--- src/rtl/latency_result_fifo.sv ---
// latency_result_fifo
// Multi-channel result buffer. NUM_CH producers are round-robin arbitrated
// into a DEPTH-entry FIFO. On write, the embedded issue timestamp field
// [TS_LSB +: TS_W] is replaced by (counter_in - ts) mod 2^TS_W. Words drain
// in order through a first-word-fall-through head register.
//
// Ports:
//   clk, rstn              clock, async active-low reset
//   clear                  synchronous flush (pointers, count, out_valid, rr)
//   in_data/in_valid       per-channel producer words, channel c at [c*DATA_W +: DATA_W]
//   in_ready               one-hot grant (or zero); independent of out_ready
//   counter_in             free-running cycle counter, sampled at acceptance
//   out_data/out_valid     head word
//   out_ready              consumer accepts head
//   count, full            registered occupancy (head included), count == DEPTH
module latency_result_fifo #(
    parameter int DATA_W = 88,
    parameter int TS_LSB = 16,
    parameter int TS_W   = 64,
    parameter int DEPTH  = 20,
    parameter int NUM_CH = 2,
    parameter int CNT_W  = $clog2(DEPTH + 1)
) (
    input  logic                     clk,
    input  logic                     rstn,
    input  logic                     clear,
    input  logic [NUM_CH*DATA_W-1:0] in_data,
    input  logic [NUM_CH-1:0]        in_valid,
    output logic [NUM_CH-1:0]        in_ready,
    input  logic [TS_W-1:0]          counter_in,
    output logic [DATA_W-1:0]        out_data,
    output logic                     out_valid,
    input  logic                     out_ready,
    output logic [CNT_W-1:0]         count,
    output logic                     full
);

    localparam int PTR_W = (DEPTH > 1) ? $clog2(DEPTH) : 1;
    localparam int RR_W  = (NUM_CH > 1) ? $clog2(NUM_CH) : 1;

    logic [RR_W-1:0]     rr;
    logic [2*NUM_CH-1:0] req_rot;
    logic                gnt_any;
    logic [RR_W:0]       gnt_sum;
    logic [RR_W-1:0]     gnt_idx;
    logic [NUM_CH-1:0]   grant;
    logic [DATA_W-1:0]   sel_data;
    logic [DATA_W-1:0]   wr_data;

    logic [DATA_W-1:0]   mem [DEPTH];
    logic [PTR_W-1:0]    wr_ptr;
    logic [PTR_W-1:0]    rd_ptr;
    logic [DATA_W-1:0]   head;
    logic                head_valid;
    logic [CNT_W-1:0]    count_q;
    logic [CNT_W-1:0]    count_next;
    logic                full_q;

    logic push, pop, arr_empty, load_from_arr, load_from_in, write_arr;

    function automatic logic [PTR_W-1:0] ptr_inc(input logic [PTR_W-1:0] p);
        return (p == PTR_W'(DEPTH - 1)) ? '0 : p + 1'b1;
    endfunction

    // Rotate the requests so bit 0 is channel rr; the lowest set bit of the
    // rotated vector is the winner, then map its offset back to a channel.
    always_comb begin
        req_rot = {in_valid, in_valid} >> rr;
        gnt_any = 1'b0;
        gnt_sum = '0;
        for (int i = NUM_CH - 1; i >= 0; i--) begin
            if (req_rot[i]) begin
                gnt_any = 1'b1;
                gnt_sum = (RR_W + 1)'(i);
            end
        end
        gnt_sum = gnt_sum + {1'b0, rr};
        if (gnt_sum >= (RR_W + 1)'(NUM_CH))
            gnt_sum = gnt_sum - (RR_W + 1)'(NUM_CH);
        gnt_idx = gnt_sum[RR_W-1:0];
        grant = '0;
        if (gnt_any && !full_q && !clear) begin
            for (int c = 0; c < NUM_CH; c++)
                if (RR_W'(c) == gnt_idx) grant[c] = 1'b1;
        end
    end

    always_comb begin
        sel_data = '0;
        for (int c = 0; c < NUM_CH; c++)
            if (grant[c]) sel_data = sel_data | in_data[c*DATA_W +: DATA_W];
        wr_data = sel_data;
        wr_data[TS_LSB +: TS_W] = counter_in - sel_data[TS_LSB +: TS_W];
    end

    // Head register bypass: an incoming word goes straight to the head when
    // the head is empty, or when the head is leaving and nothing is queued.
    always_comb begin
        push          = |grant;
        pop           = head_valid & out_ready & ~clear;
        arr_empty     = (count_q == CNT_W'(head_valid));
        load_from_arr = pop & ~arr_empty;
        load_from_in  = push & (~head_valid | (pop & arr_empty));
        write_arr     = push & ~load_from_in;
        case ({push, pop})
            2'b10:   count_next = count_q + 1'b1;
            2'b01:   count_next = count_q - 1'b1;
            default: count_next = count_q;
        endcase
    end

    always_ff @(posedge clk or negedge rstn) begin
        if (!rstn) begin
            rr         <= '0;
            wr_ptr     <= '0;
            rd_ptr     <= '0;
            head       <= '0;
            head_valid <= 1'b0;
            count_q    <= '0;
            full_q     <= 1'b0;
        end else if (clear) begin
            rr         <= '0;
            wr_ptr     <= '0;
            rd_ptr     <= '0;
            head_valid <= 1'b0;
            count_q    <= '0;
            full_q     <= 1'b0;
        end else begin
            if (push) begin
                if (gnt_idx == RR_W'(NUM_CH - 1)) rr <= '0;
                else                               rr <= gnt_idx + 1'b1;
            end
            if (write_arr)     wr_ptr <= ptr_inc(wr_ptr);
            if (load_from_arr) rd_ptr <= ptr_inc(rd_ptr);
            if (load_from_in)       head <= wr_data;
            else if (load_from_arr) head <= mem[rd_ptr];
            if (load_from_in || load_from_arr) head_valid <= 1'b1;
            else if (pop)                      head_valid <= 1'b0;
            count_q <= count_next;
            full_q  <= (count_next == CNT_W'(DEPTH));
        end
    end

    // Storage array is intentionally not reset.
    always_ff @(posedge clk) begin
        if (write_arr) mem[wr_ptr] <= wr_data;
    end

    assign in_ready  = grant;
    assign out_data  = head;
    assign out_valid = head_valid;
    assign count     = count_q;
    assign full      = full_q;

endmodule

--- config.mk ---
export PLATFORM = sky130hd
export DESIGN_NAME = latency_result_fifo
export DESIGN_NICKNAME = d
export VERILOG_FILES = /design/src/rtl/latency_result_fifo.sv
export SDC_FILE = /design/constraint.sdc
export NUM_CORES = 2
export LEC_CHECK = 0
export CAP_MARGIN = 15
export CORE_MARGIN = 5
export CORE_UTILIZATION = 35
export DETAILED_ROUTE_END_ITERATION = 10
export MAX_ROUTING_LAYER = met4
export PLACE_DENSITY = 0.63
export SLEW_MARGIN = 15
export SYNTH_ARGS = -nofsm -noshare
export SYNTH_HDL_FRONTEND = slang
export SYNTH_SLANG_ARGS = --single-unit
--- constraint.sdc ---
create_clock -name clk -period 12.94 [get_ports clk]
set_clock_uncertainty 0.1 [all_clocks]
set_input_delay 2.588 -clock clk [delete_from_list [all_inputs] [get_ports clk]]
set_output_delay 2.588 -clock clk [all_outputs]
set_load 0.01 [all_outputs]
==> results.py <==
metrics = {
    "status": {
        "status": "complete, no violations",
    },
    "finish": {
        "final_cell_mix": "edfxtp_1 (1760), mux4_2 (528), clkdlybuf4s50_1 (341), clkbuf_16 (187), nand2_1 (146)",
        "layout.cells.most_common": "edfxtp_1",
        "post-route-util": 0.4136,
        "drive_gt1_frac": 0.2264,
        "finalInstanceArea_um2": 89540,
        "final_nets": 4543,
        "area_delta_synth_final_pct": 17.90,
    },
    "timing": {
        "final_max_slew_viol_count": 0,
        "final-setup-viol-count": 0,
        "worst_pin_slew_ns": 1.243,
        "fin_setup_tns_ns": 0,
        "min_period_over_period": 0.6700,
        "relSlewSlack": 0.1673,
        "clock.fmax_mhz": 115.4,
        "hold_viol_final": 0,
        "timing.final.crit_period_ns": 8.669,
        "rsz0062_at_grt": "no",
    },
    "setup_path": {
        "r2r_start": "full",
        "crit_path_end_kind": "register",
        "critical_path_class": "primary input to register",
        "critPathRequiredTime_ns": 13.34,
        "critPathArrivalTime_ns": 9.07,
        "r2r_slack_ns": 6.20,
        "rr_worst_depth": 17,
        "start_kind": "primary input",
        "worstReg2RegEnd": "mem[17][76]",
        "cp_max_fo": 51,
        "startpoint": "clear",
    },
    "grt": {
        "grtUsageTotal": 0.1892,
        "antenna_found_initial": 9,
        "grt_max_degree": 150,
        "grt_pass1_vias": 40750,
        "overflow": 0,
        "grt_pass1_wl_um": 300300,
    },
    "synthesis": {
        "synthMuxAreaShare": 0.1684,
        "synth-xor-area-share": 0.007957,
        "synth-adder-area-share": 0.01239,
        "syn_avg_cell_area_um2": 19.98,
        "synth_compound_area_frac": 0.04369,
        "yosys_warnings": 0,
        "ys_ff_latch": 1866,
        "async_flop_share": 0.05681,
        "synth-seq-area-share": 0.7308,
        "synth_top_family_by_area": "multiplexers",
        "synth_edf_count": 1760,
        "yosysUniqueCellTypes": 65,
        "ys.flop_type": "edfxtp_1",
        "syn_nets": 4122,
        "yosys.area_share.simple": 0.02436,
        "netlist_area_um2": 75950,
        "postSynthCellCount": 3802,
    },
    "pwr": {
        "power_density_nw_per_um2": 166.2,
        "p_leak_uw": 0.02774,
        "vdd_drop_max_v": 0.00009424,
    },
    "cts": {
        "cts_resized": 0,
        "cts_buffers": 185,
        "insertion_delay_ns": 0.82,
        "cts_root_buffer": "clkbuf_16",
        "cts_hold_buf": 0,
        "htree_levels": 4,
        "clk_pin_slew_ns": 0.06,
        "cts.path.max_buffers": 3,
        "cts_setup_buffers": 0,
        "cts.sinks": 1866,
        "cts_tree": "built",
    },
    "floorplan": {
        "die_w_um": 475.8,
        "core_um2": 216500,
        "die-area_um2": 226400,
        "die_h_um": 475.8,
        "placementRows": 171,
        "ios": 343,
        "initial_core_util": 0.3508,
    },
    "route": {
        "drt_iter0_drc": 4528,
        "drtPass1Iterations": 6,
        "route.detailed.drc": 0,
        "wirelength_um": 210300,
        "vias": 40070,
        "via_per_inst": 5.537,
        "ant_nets": 0,
        "wire_per_inst_um": 29.06,
    },
    "placed_design": {
        "dp_hpwl_um": 117700,
        "gp_congestion": 0.8481,
        "placed_area_um2": 83400,
        "portBuffers": 342,
    },
    "flow_run": {
        "maxCapViolations": 0,
    },
    "worst_hold_path": {
        "min_to": "out_data[59]",
        "min_path_cells": 2,
        "min_from": "out_data[59]",
        "min_path_type": "register to register",
    },
}
layer usage:
metal | vias up | global-route usage | share of wire | routed length, um
met1 | 21440 | 0.2644 | 0.43 | 90160
met2 | 1732 | 0.2907 | 0.47 | 98920
met4 | 0 | 0.04518 | 0.024 | 5020
met5 | - | - | 0 | 0
li1 | 16620 | - | - | -
met3 | 276 | 0.03409 | 0.077 | 16180
cells in the mapped netlist, types with 30 or more instances:
| library cell | count | area share |
|---|---|---|
| a211oi_1 | 34 | 0.0034 |
| nand2_1 | 147 | 0.0073 |
| o21ai_0 | 109 | 0.0072 |
| edfxtp_1 | 1760 | 0.70 |
| mux4_2 | 528 | 0.16 |
| a21o_1 | 62 | 0.0061 |
| a22o_1 | 30 | 0.0035 |
| a21oi_1 | 136 | 0.0090 |
| mux2i_1 | 89 | 0.012 |
| xor2_1 | 32 | 0.0037 |
| a22oi_1 | 64 | 0.0063 |
| dfrtp_1 | 106 | 0.035 |
| xnor2_1 | 37 | 0.0043 |
| nor2_1 | 160 | 0.0079 |
| buf_1 | 41 | 0.0020 |
| clkbuf_1 | 164 | 0.0081 |
| ha_1 | 72 | 0.012 |
worst max-delay path by stage:
| stage | endpoint | slack (ns) | cells after the start |
|---|---|---|---|
| floorplan | mem[7][0] | 5.11 | 5 |
| global placement | mem[6][76] | 3.24 | 19 |
| detailed placement | mem[6][76] | 3.08 | 19 |
| CTS | mem[14][76] | 3.91 | 19 |
| global route | mem[5][76] | 4.02 | 19 |
| finish | mem[17][76] | 4.27 | 19 |
flip-flops by register name (all words and copies together) (netlist names):
signal and count:
mem 1760, out_data 88, count 5, rd_ptr 5
wr_ptr 5, full 1, out_valid 1, rr 1
worst max-delay path: stages:
cell             delay, ns
clkdlybuf4s50_1       0.40
buf_4                 0.20
nor2_1                0.21
nand2_1               0.13
a21oi_4               0.19
buf_4                 0.55
a22o_1                0.25
ha_1                  0.16
inv_1                 0.07
fa_1                  0.45
a211oi_1              0.36
nor4_1                0.10
or2_2                 0.37
o21ai_0               0.42
a31oi_1               0.41
o2111a_1              0.36
a211oi_1              0.75
o21ai_0               0.29
xor2_2                0.68
stage by stage:
step	power [uW]	std cells	hold WS [ns]	setup WS (ns)
3_5_place_dp	9719	6889	0.3799	3.076
3_3_place_gp	9668	6887	0.3744	3.235
5_1_grt	15460	7236	0.4289	4.022
4_1_cts	15020	7230	0.4015	3.911
6_report	14890	7237	0.3988	4.271
2_1_floorplan	8601	3802	0.4035	5.113
kinds of logic (layout without fill, tap and decap cells):
| logic type | count (synthesis) | in the layout |
|---|---|---|
| mux | 618 | 618 |
| simple gates | 422 | 422 |
| xor+xnor | 69 | 69 |
| other cells | 0 | 6 |
| buf+inv | 245 | 820 |
| fa+ha+maj | 74 | 74 |
| flops | 1866 | 1866 |
| compound gates | 508 | 508 |
power breakdown:
part	total (uW)	internal, uW	switching (uW)	leakage, uW
Sequential	7290	7120	168	0.0173
Combinational	2270	957	1310	0.00755
Clock	5320	3030	2290	0.00293
Total	14900	11100	3770	0.0277
final cells by class:
type,count,area (um2)
repair buffers,456,4425
diodes,6,15.01
well taps,2854,3571
clock inverters,95,915.9
clock buffers,246,5091
multi-input cells,1691,19920
fillers,18860,127000
inverters,23,86.33
flip-flops and latches,1866,55520
(Power assumes the default switching activity.)
